$ cat config.mk
export PLATFORM = sky130hd
export DESIGN_NAME = button_debouncer
export DESIGN_NICKNAME = d
export VERILOG_FILES = /design/src/rtl/button_debouncer_pkg.sv /design/src/rtl/button_debouncer_filter.sv /design/src/rtl/button_debouncer.sv
export SDC_FILE = /design/constraint.sdc
export NUM_CORES = 1
export LEC_CHECK = 0
export BUFFER_PORTS_ARGS = -buffer_cell sky130_fd_sc_hd__clkbuf_2
export CORE_ASPECT_RATIO = 0.75
export CORE_MARGIN = 3
export CORE_UTILIZATION = 25
export DETAILED_ROUTE_END_ITERATION = 10
export GPL_TIMING_DRIVEN = 0
export HOLD_SLACK_MARGIN = 0.12
export PLACE_DENSITY = 0.48
export SLEW_MARGIN = 5
export SYNTH_ARGS = -nofsm -noshare
export SYNTH_HDL_FRONTEND = slang
export SYNTH_SLANG_ARGS = --single-unit
$ cat constraint.sdc
create_clock -name clk -period 2.4 [get_ports clk]
set_input_delay 0.12 -clock clk [delete_from_list [all_inputs] [get_ports clk]]
set_output_delay 0.12 -clock clk [all_outputs]
set_load 0.005 [all_outputs]
$ cat src/rtl/button_debouncer_pkg.sv
// Shared types and tick arithmetic for the button debouncer.
// Tick counts are 64-bit so large clock rates times long hold times never overflow.
package button_debouncer_pkg;

    typedef enum logic [1:0] {
        IDLE      = 2'd0,
        PRESSED   = 2'd1,
        LONG_HELD = 2'd2
    } btn_state_t;

    function automatic longint ms_to_ticks(input longint freq_hz, input longint ms);
        return (freq_hz / 64'sd1000) * ms;
    endfunction

    function automatic int cnt_width(input longint ticks);
        return (ticks <= 0) ? 1 : $clog2(ticks + 1);
    endfunction

endpackage

$ cat src/rtl/button_debouncer_filter.sv
// Two-flop synchronizer, polarity normalization (1 = pressed) and a
// stability counter that only accepts a new level after TICKS steady cycles.
module debounce_filter
    import button_debouncer_pkg::*;
#(
    parameter longint TICKS       = 0,
    parameter int     INPUT_LEVEL = 1
) (
    input  logic clk,
    input  logic reset,
    input  logic raw,
    output logic state
);

    localparam logic IN_LVL = 1'(INPUT_LEVEL);

    logic sync1 = ~IN_LVL;
    logic sync2 = ~IN_LVL;
    logic norm;

    always_ff @(posedge clk) begin
        if (reset) begin
            sync1 <= ~IN_LVL;
            sync2 <= ~IN_LVL;
        end else begin
            sync1 <= raw;
            sync2 <= sync1;
        end
    end

    assign norm = sync2 ~^ IN_LVL;

    generate
        if (TICKS == 0) begin : g_pass
            // Filtering disabled: the second synchronizer flop is the only register stage.
            assign state = norm;
        end else begin : g_filt
            localparam int CW = cnt_width(TICKS);
            localparam logic [CW-1:0] LAST = CW'(TICKS - 1);

            logic [CW-1:0] cnt = '0;
            logic          db  = 1'b0;

            always_ff @(posedge clk) begin
                if (reset) begin
                    cnt <= '0;
                    db  <= 1'b0;
                end else if (norm == db) begin
                    cnt <= '0;
                end else if (cnt == LAST) begin
                    db  <= norm;
                    cnt <= '0;
                end else begin
                    cnt <= cnt + 1'b1;
                end
            end

            assign state = db;
        end
    endgenerate

endmodule

$ cat src/rtl/button_debouncer.sv
// Debounced button with registered press level, short-press click pulse on
// release and a long-press pulse once the hold time is reached.
module button_debouncer
    import button_debouncer_pkg::*;
#(
    parameter int CLK_FREQUENCY          = 100000000,
    parameter int BUTTON_INPUT_LEVEL     = 1,
    parameter int CLICK_OUTPUT_LEVEL     = 1,
    parameter int CLICK_DEBOUNCE_MS      = 10,
    parameter int PRESS_OUTPUT_LEVEL     = 1,
    parameter int LONG_PRESS_DURATION_MS = 1000
) (
    input  logic clk,
    input  logic reset,
    input  logic usr_btn,
    output logic click,
    output logic press,
    output logic long_press
);

    localparam longint DB_TICKS = ms_to_ticks(longint'(CLK_FREQUENCY), longint'(CLICK_DEBOUNCE_MS));
    localparam longint LP_TICKS = ms_to_ticks(longint'(CLK_FREQUENCY), longint'(LONG_PRESS_DURATION_MS));
    localparam int     HW       = cnt_width(LP_TICKS);
    localparam logic [HW-1:0] LP_LAST = (LP_TICKS == 0) ? '0 : HW'(LP_TICKS - 1);
    localparam logic CLICK_ON = 1'(CLICK_OUTPUT_LEVEL);
    localparam logic PRESS_ON = 1'(PRESS_OUTPUT_LEVEL);

    logic db;

    debounce_filter #(
        .TICKS       (DB_TICKS),
        .INPUT_LEVEL (BUTTON_INPUT_LEVEL)
    ) u_filter (
        .clk   (clk),
        .reset (reset),
        .raw   (usr_btn),
        .state (db)
    );

    btn_state_t    state_q = IDLE;
    btn_state_t    state_d;
    logic [HW-1:0] hold_q  = '0;
    logic [HW-1:0] hold_d;
    logic          click_d, lp_d, press_d;
    logic          click_r = ~CLICK_ON;
    logic          lp_r    = ~CLICK_ON;
    logic          press_r = ~PRESS_ON;

    always_ff @(posedge clk) begin
        if (reset) begin
            state_q <= IDLE;
            hold_q  <= '0;
            click_r <= ~CLICK_ON;
            lp_r    <= ~CLICK_ON;
            press_r <= ~PRESS_ON;
        end else begin
            state_q <= state_d;
            hold_q  <= hold_d;
            click_r <= click_d ? CLICK_ON : ~CLICK_ON;
            lp_r    <= lp_d    ? CLICK_ON : ~CLICK_ON;
            press_r <= press_d ? PRESS_ON : ~PRESS_ON;
        end
    end

    always_comb begin
        state_d = state_q;
        hold_d  = hold_q;
        case (state_q)
            IDLE: begin
                if (db) begin
                    // A zero hold time qualifies as long on the very first pressed cycle.
                    state_d = (LP_TICKS == 0) ? LONG_HELD : PRESSED;
                    hold_d  = '0;
                end
            end
            PRESSED: begin
                // Threshold is checked before release so a tie yields long_press, not click.
                if (hold_q == LP_LAST) begin
                    state_d = LONG_HELD;
                end else if (!db) begin
                    state_d = IDLE;
                end else begin
                    hold_d = hold_q + 1'b1;
                end
            end
            LONG_HELD: begin
                if (!db) state_d = IDLE;
            end
            default: state_d = IDLE;
        endcase
    end

    always_comb begin
        click_d = (state_q == PRESSED) && (state_d == IDLE);
        lp_d    = (state_q != LONG_HELD) && (state_d == LONG_HELD);
        press_d = (state_d != IDLE);
    end

    assign click      = click_r;
    assign long_press = lp_r;
    assign press      = press_r;

endmodule

==> results.json, run 1 <==
{
  "status": "complete, no violations",
  "rsz0062_at_grt": "false",
  "m1WireLength_microns": 3000,
  "grt_usage_pct": 9.87,
  "synth_area_sq_mm": 0.00255,
  "worstPathRequired_ns": 2.62,
  "period_share_pct": 93.1,
  "grt_pass1_vias": 1880,
  "worstSetupPathType": "flop to flop",
  "finalHoldViolations": 0,
  "dp_cells": 432,
  "synth_seq_cells": 55,
  "tightest_slew_ns": 0.830,
  "clock_power_share_pct": 43.4,
  "nets": 313,
  "async_flop_share_pct": 0,
  "syn_nets": 300,
  "ctsResizeCount": 0,
  "fmax_ghz": 0.448,
  "top_layer_used": "met4",
  "die_x_microns": 123,
  "wl_microns": 5580,
  "gr-total-overflow": 0,
  "synth_edf_count": 0,
  "cts-root-buf": "clkbuf_16",
  "skew_ns": 0.0115,
  "initial_utilization_pct": 26.0,
  "maxSlewHeadroom_pct": 44.3,
  "core_area_sq_mm": 0.00981,
  "wl_per_cell_microns": 12.7,
  "fillCellCount": 1028,
  "gp_congestion": 0.803,
  "crit_arrival_ns": 2.45,
  "drt-pass1-iter-count": 6,
  "drc": 0,
  "switching_share_pct": 19.9,
  "synth_cell_types": 38,
  "ys.warnings.count": 0,
  "power_mw": 1.66,
  "drtIter0Drc": 82,
  "place_hpwl_microns": 4080,
  "grt_pass1_wl_microns": 9200,
  "wl_met2_microns": 2350,
  "power.internal_mw": 1.33,
  "dieArea_sq_mm": 0.0115,
  "cp-end-kind": "flop",
  "vias_per_cell": 4.87,
  "antenna_found_initial": 0,
  "synth_flop_cell": "dfxtp_1",
  "power.leakage_nw": 0.876,
  "seq_power_share_pct": 55.1,
  "avgSynthCellArea_sq_um": 8.66,
  "worstHoldPathType": "input pin to flop",
  "antenna_left": 0,
  "power_switching_mw": 0.331,
  "area_delta_synth_final_pct": 13.5,
  "n_antenna_cell": 0,
  "final_core_util_pct": 29.5,
  "cp_max_fo": 10,
  "grt_max_degree": 16,
  "finalSetupTns_ns": 0,
  "numCtsBuffers": 5,
  "wl_met3_microns": 192,
  "irDropWorstVdd_mv": 0.376,
  "timing.hold.ws_ns": 0.303,
  "yosysSeqAreaShare_pct": 43.1,
  "io_pins": 6,
  "htree_levels": 2,
  "numClockSinks": 55,
  "fin_cells": 440,
  "synth_cells": 295,
  "die_height_microns": 93.6,
  "numPortBuffers": 5,
  "slew_viol_final": 0,
  "maxCapViolations": 0,
  "start_kind": "flop",
  "clk_latency_ns": 0.29,
  "power_density_mw_per_mm2": 573,
  "num_vias": 2141,
  "cts_tree": "yes",
  "drive_gt1_share_pct": 7.79,
  "clkSlewWorstSetupHoldPaths_ns": 0.07,
  "setup_viol": 0,
  "clockBufferDepth": 2,
  "rows": 31,
  "fin_crit_ns": 2.23,
  "power_frac_comb_pct": 1.5
}
-- metal layers --
| layer | GRT usage [%] | vias up |
|---|---|---|
| met3 | 1.87 | 2 |
| li1 | - | 1105 |
| met4 | 2.14 | 0 |
| met5 | 0 | - |
| met1 | 14.8 | 1007 |
| met2 | 14.5 | 27 |
-- critical path: stages, from the launching register on --
cell     delay (ns)
dfxtp_1        0.39
ha_1           0.23
inv_2          0.07
or3_1          0.38
buf_6          0.15
o31ai_4        0.36
buf_6          0.21
buf_8          0.14
o31ai_1        0.09
a21oi_1        0.14
-- final timing paths --
path	cells after the start	startpoint	slack [ns]	endpoint
min reg2reg	1	u_filter.sync1	0.44	u_filter.norm
max	9	hold_q[0]	0.17	hold_q[13]
max reg2reg	9	hold_q[0]	0.17	hold_q[13]
min	4	reset	0.30	hold_q[12]
-- repair_timing --
action,4_1_cts,5_1_grt
setup endpoints to repair,0,7
setup buffers,0,0
hold buffers,1,0
hold endpoints to repair,1,0
-- metrics by stage --
stage	setup WS [ns]	cell area (sq um)
after floorplan	0.428	2550
after global placement	0.135	2750
after detailed placement	0.115	2750
after CTS	0.0945	2900
after global routing	0.00525	2900
final	0.166	2900
-- layout make-up --
cell class              instances  area (sq um)  share of cell area (%)
multi-input cells             224          1350                    46.7
flip-flops and latches         55          1100                    38.0
well taps                     132           165                    5.70
clock buffers                   6           139                    4.79
plain buffers                  11          82.6                    2.85
repair buffers                  6          35.0                    1.21
inverters                       5          18.8                   0.647
clock inverters                 1          5.00                   0.173
-- flip-flops by register name, summed over array words and instances, names as in the netlist --
signal and count:
click 1, hold_q 27, long_press 1, press 1, state_q 2, u_filter.g_filt.cnt 20
u_filter.norm 1, u_filter.state 1, u_filter.sync1 1
-- power groups by stage --
stage | Combinational, mW | Sequential (mW) | Clock (mW)
after detailed placement | 0.0248 | 0.936 | 0
after CTS | 0.0260 | 0.915 | 0.741
after floorplan | 0.0153 | 0.936 | 0
final | 0.0251 | 0.915 | 0.721
after global placement | 0.0249 | 0.936 | 0
after global routing | 0.0289 | 0.915 | 0.776
-- cells in the final DEF (no fill, tap or decap), types with 3 or more instances in the layout --
master     Yosys  routed
buf_6          4       4
xor2_1        12      12
and4_1         6       6
o211ai_1       3       3
o21ai_1       10      10
nand2_1       27      27
clkbuf_16      0       5
clkbuf_2       0       5
nor3_1         8       8
and3_1         5       5
nor2_1        32      32
inv_1          4       4
nand3_1       15      15
a21oi_1       18      18
or3_1         12      12
nor4b_1        6       6
nor4_1         6       6
nor2b_1        3       3
dfxtp_1       55      55
nand4_1       15      15
clkbuf_1       6       6
or4_1          9       9
xnor2_1       11      11
o31ai_1        5       5
-- cell families (layout without fill, tap and decap cells) --
group | Yosys count | after routing | synth area share, %
buffers and inverters | 16 | 29 | 3.97
AOI/OAI and AO/OA | 41 | 41 | 9.70
DFF | 55 | 55 | 43.1
adders and majority gates | 2 | 2 | 0.979
muxes | 2 | 2 | 0.784
xor gates and xnor gates | 23 | 23 | 7.88
and+or+nand+nor | 156 | 156 | 33.6
-- Yosys cell counts, types with 3 or more instances --
cell type	count	area share (%)
a21oi_1	18	3.5
and3_1	5	1.2
and4_1	6	2.1
buf_6	4	1.8
clkbuf_1	6	0.88
dfxtp_1	55	43
inv_1	4	0.59
nand2_1	27	4.0
nand3_1	15	2.9
nand4_1	15	3.7
nor2_1	32	4.7
nor2b_1	3	0.73
nor3_1	8	1.6
nor4_1	6	1.5
nor4b_1	6	2.1
o211ai_1	3	0.88
o21ai_1	10	2.0
o31ai_1	5	1.5
or3_1	12	2.9
or4_1	9	2.6
xnor2_1	11	3.8
xor2_1	12	4.1
No activity file was read; power rests on OpenSTA's default activity.
==> run 2, diff against run 1 <==
- PLACE_DENSITY: 0.48 -> default
- PLACE_DENSITY_LB_ADDON: default -> 0.08
==> results.json, run 2 (same netlist as run 1, synthesis figures left out) <==
{
  "skew_ns": 0.0106,
  "numCtsBuffers": 5,
  "cpMostUsedCell": "buf_6",
  "top_regs": "hold_q (27), u_filter.g_filt.cnt (20), state_q (2)",
  "finalSetupTns_ns": 0,
  "cp_max_fo": 10,
  "stdcell_area_sq_mm": 0.00291,
  "numClockSinks": 55,
  "grt_usage_pct": 11.6,
  "status": "complete, no violations",
  "cp_cell_sequence": "ha_2 -> inv_2 -> or3_1 -> buf_6 -> o31ai_4 -> buf_4 -> buf_6 -> buf_8 -> o21ai_0 -> a21oi_1",
  "place_hpwl_microns": 4480,
  "grt_pass1_vias": 1977,
  "nets": 316,
  "power_mw": 1.62,
  "slew_viol_final": 0,
  "grt_pass1_wl_microns": 10500,
  "clockBufferDepth": 2,
  "tightest_slew_ns": 0.866,
  "grt_max_degree": 15,
  "n_antenna_cell": 0,
  "finalHoldViolations": 0,
  "drc": 0,
  "maxSlewHeadroom_pct": 41.9,
  "drtIter0Drc": 58,
  "maxCapViolations": 0,
  "dp_cells": 432,
  "drive_gt1_share_pct": 8.71,
  "largest_reg_flops": 27,
  "drt-pass1-iter-count": 5,
  "wl_met2_microns": 2350,
  "worstSetupPathType": "flop to flop",
  "mostFrequentLayoutCells": "dfxtp_1 (55), nor2_1 (32), nand2_1 (27)",
  "timing.hold.ws_ns": 0.303,
  "fin_crit_ns": 2.24,
  "period_share_pct": 93.4,
  "vias_per_cell": 4.80,
  "gr-total-overflow": 0,
  "rsz0062_at_grt": "false",
  "area_delta_synth_final_pct": 13.9,
  "io_pins": 6,
  "final_common_cell": "dfxtp_1",
  "rows": 31,
  "irDropWorstVdd_mv": 0.238,
  "antenna_found_initial": 0,
  "wl_per_cell_microns": 14.0,
  "worstHoldPathType": "input pin to flop",
  "core_area_sq_mm": 0.00981,
  "m1WireLength_microns": 3640,
  "worstPathRequired_ns": 2.62,
  "cp-end-kind": "flop",
  "critPathSlowestCell": "dfxtp_1",
  "fmax_ghz": 0.446,
  "setup_ws_ns": 0.159,
  "antenna_left": 0,
  "initial_utilization_pct": 26.0,
  "num_vias": 2120,
  "wl_met3_microns": 159,
  "fin_cells": 442,
  "post-place-ws_ns": 0.0271,
  "cts-root-buf": "clkbuf_16",
  "start_kind": "flop",
  "clkSlewWorstSetupHoldPaths_ns": 0.07,
  "crit_arrival_ns": 2.46,
  "final_core_util_pct": 29.7,
  "setup_viol": 0,
  "power_density_mw_per_mm2": 558,
  "slowest_delay_ns": 0.39,
  "htree_levels": 2,
  "clk_latency_ns": 0.29,
  "top_layer_used": "met4",
  "wl_microns": 6200,
  "die_x_microns": 123,
  "numPortBuffers": 5,
  "dieArea_sq_mm": 0.0115,
  "postPlaceCellArea_sq_mm": 0.00275,
  "die_height_microns": 93.6,
  "cts_tree": "yes",
  "power.leakage_nw": 0.879,
  "gp_congestion": 0.753,
  "max_flop_register": "hold_q"
}
run 2: cell types whose count changed in the layout (fill, tap and decap cells not counted):
cell,change
buf_4,+3
clkbuf_2,+1
clkbuf_8,-1
clkinv_2,-1
ha_1,-1
ha_2,+1
run 2: layer usage:
| metal | vias up | track usage, % |
|---|---|---|
| met2 | 18 | 15.4 |
| met1 | 992 | 18.2 |
| li1 | 1105 | - |
| met4 | 0 | 3.82 |
| met3 | 5 | 2.18 |
| met5 | - | 0 |
run 2: final cells by class:
class / count / area (sq um)
Buffer: 11 / 83.8
Clock buffer: 6 / 129
Fill cell: 1048 / 6900
Inverter: 5 / 18.8
Multi-Input combinational cell: 224 / 1360
Sequential cell: 55 / 1100
Tap cell: 132 / 165
Timing Repair Buffer: 9 / 57.6
run 2: path summary, 6_finish.rpt:
check / start / endpoint / slack [ns] / cells after the start
setup / recovery: hold_q[0] / hold_q[25] / 0.16 / 10
hold / removal: reset / hold_q[14] / 0.30 / 4
setup reg to reg: hold_q[0] / hold_q[25] / 0.16 / 10
hold reg to reg: u_filter.sync1 / u_filter.norm / 0.44 / 1
run 2: power breakdown:
group	leakage (nW)	total (mW)	switching (mW)	internal [mW]
sequential	0.443	0.915	0.000985	0.914
combinational	0.372	0.0264	0.0185	0.00787
clock	0.0628	0.682	0.306	0.376
run 2: repair_timing:
item,4_1_cts,5_1_grt
setup buffers,0,3
pin swaps,1,1
hold endpoints to repair,1,0
setup endpoints to repair,14,24
hold buffers,1,0
resized for setup,0,3
run 2: worst max-delay path: cells and delay by family, from the launching register on:
| family | cells | cell delay, ns |
|---|---|---|
| simple gates | 1 | 0.39 |
| buf+inv | 5 | 0.70 |
| flops | 1 | 0.39 |
| compound gates | 3 | 0.44 |
| fa+ha+maj | 1 | 0.24 |
==> run 3, diff against run 2 <==
- CTS_CLUSTER_DIAMETER: default -> 100
- SETUP_SLACK_MARGIN: default -> 0.3
==> results.json, run 3 (same netlist as run 1, synthesis figures left out) <==
{
  "status": "complete, no violations",
  "rows": 31,
  "slew_viol_final": 0,
  "top_usage_layer": "met1",
  "wl_microns": 6580,
  "fin_crit_ns": 2.03,
  "wl_per_cell_microns": 14.4,
  "numPortBuffers": 5,
  "htree_levels": 2,
  "cp-end-kind": "flop",
  "maxCapViolations": 0,
  "clock_power_share_pct": 42.3,
  "core_area_sq_mm": 0.00981,
  "cpMostUsedCell": "buf_6",
  "cp_cell_sequence": "ha_4 -> inv_2 -> or3_4 -> buf_6 -> o31ai_4 -> buf_6 -> buf_6 -> nor4_1 -> o21a_1",
  "r2r_start": "hold_q[0]",
  "cts_tree": "yes",
  "irDropWorstVdd_mv": 0.235,
  "finalSetupTns_ns": 0,
  "io_pins": 6,
  "clockBufferDepth": 2,
  "drtIter0Drc": 114,
  "area_delta_synth_final_pct": 22.6,
  "power.leakage_nw": 0.992,
  "top_regs": "hold_q (27), u_filter.g_filt.cnt (20), state_q (2)",
  "grt_use_met2_pct": 16.2,
  "gp_congestion": 0.753,
  "clkSlewWorstSetupHoldPaths_ns": 0.07,
  "worstPathRequired_ns": 2.58,
  "power_frac_comb_pct": 1.7,
  "rsz0062_at_grt": "true",
  "numClockSinks": 55,
  "worstHoldPathType": "input pin to flop",
  "numCtsBuffers": 5,
  "power.internal_mw": 1.29,
  "clk_latency_ns": 0.29,
  "dieArea_sq_mm": 0.0115,
  "nets": 330,
  "place_hpwl_microns": 4480,
  "grt_use_met1_pct": 18.4,
  "power_switching_mw": 0.328,
  "tightest_slew_ns": 0.830,
  "grtUsageMet3_pct": 2.00,
  "crit_arrival_ns": 2.21,
  "die_x_microns": 123,
  "antenna_left": 0,
  "drive_gt1_share_pct": 18.5,
  "crit_family": "compound AO/OA/AOI/OAI gates",
  "max_flop_register": "hold_q",
  "crit_buf_inv": 4,
  "startpoint": "hold_q[0]",
  "min_from": "reset",
  "vias_per_cell": 4.78,
  "seq_power_share_pct": 56.1,
  "critPathSlowestCell": "dfxtp_4",
  "initial_utilization_pct": 26.0,
  "mostFrequentLayoutCells": "dfxtp_1 (46), nor2_1 (32), nand2_1 (26)",
  "worstSetupPathType": "flop to flop",
  "n_antenna_cell": 0,
  "power_density_mw_per_mm2": 517,
  "cp_max_fo": 6,
  "drt-pass1-iter-count": 4,
  "period_share_pct": 84.7,
  "final_core_util_pct": 31.9,
  "grt_usage_pct": 11.8,
  "finalHoldViolations": 0,
  "maxSlewHeadroom_pct": 44.3,
  "slowest_delay_ns": 0.37,
  "grt_max_degree": 15,
  "gr-total-overflow": 0,
  "num_vias": 2180,
  "start_kind": "flop",
  "drc": 0,
  "antenna_found_initial": 0,
  "setup_viol": 0,
  "skew_ns": 0.00957,
  "cts-root-buf": "clkbuf_16",
  "final_common_cell": "dfxtp_1",
  "grt_pass1_vias": 2003,
  "fmax_ghz": 0.492,
  "grt_pass1_wl_microns": 10600,
  "largest_reg_flops": 27,
  "switching_share_pct": 20.3,
  "die_height_microns": 93.6
}
## run 3: changes by cell type in the layout (fill, tap and decap cells not counted), moves of 2 or more
cell       previous run  this run
buf_4                 3        14
nor3_2                0         2
dfxtp_4               0         6
dfxtp_2               0         3
dfxtp_1              55        46
clkbuf_1              6         2
clkbuf_16             5         7
nor3_1                8         6
clkbuf_2              6        10
## run 3: worst paths after layout
kind                    to  cells after the start  slack (ns)
max             hold_q[16]                      9        0.37
min             hold_q[10]                      4        0.30
max reg2reg     hold_q[16]                      9        0.37
min reg2reg  u_filter.norm                      1        0.44
## run 3: worst register-to-register path: cells and delay by family, from the launching register on
kind	cells	cell delay, ns
AO/OA/AOI/OAI	2	0.53
adder cells (fa/ha/maj)	1	0.14
buffers and inverters	4	0.48
flip-flops	1	0.37
AND/OR/NAND/NOR	2	0.40
## run 3: power groups by stage
stage / registers, mW / clock network, mW / logic, mW
6_report: 0.908 / 0.685 / 0.0271
5_1_grt: 0.908 / 0.745 / 0.0304
4_1_cts: 0.915 / 0.712 / 0.0275
3_5_place_dp: 0.936 / 0 / 0.0257
3_3_place_gp: 0.936 / 0 / 0.0259
2_1_floorplan: 0.936 / 0 / 0.0153
## run 3: final cells by class
cell class	count	area [sq um]
flip-flops and latches	55	1130
plain buffers	11	92.6
fillers	1025	6680
clock buffers	6	129
well taps	132	165
repair buffers	23	201
multi-input cells	224	1400
inverters	5	18.8
## run 3: metrics by stage
stage | total power [mW] | setup WS, ns | instance area (sq um) | hold WS [ns] | instances
after floorplan | 0.951 | 0.428 | 2550 | 0.248 | 295
after global placement | 0.962 | 0.00250 | 2750 | 0.339 | 432
after detailed placement | 0.962 | 0.0271 | 2750 | 0.337 | 432
after CTS | 1.65 | 0.287 | 2960 | 0.302 | 446
after global routing | 1.68 | 0.279 | 3130 | 0.330 | 456
final | 1.62 | 0.366 | 3130 | 0.297 | 456
## run 3: timing repair
item	in CTS	in global routing
hold buffers	1	0
resized for setup	9	24
cloned	1	2
setup endpoints to repair	48	47
hold endpoints to repair	1	0
setup buffers	6	8
pin swaps	1	4
## run 3: metal layers
layer	share of wire, %	routed length [microns]
met5	0	0
met4	1.0	67
met3	2.3	149
met2	39	2580
met1	58	3790
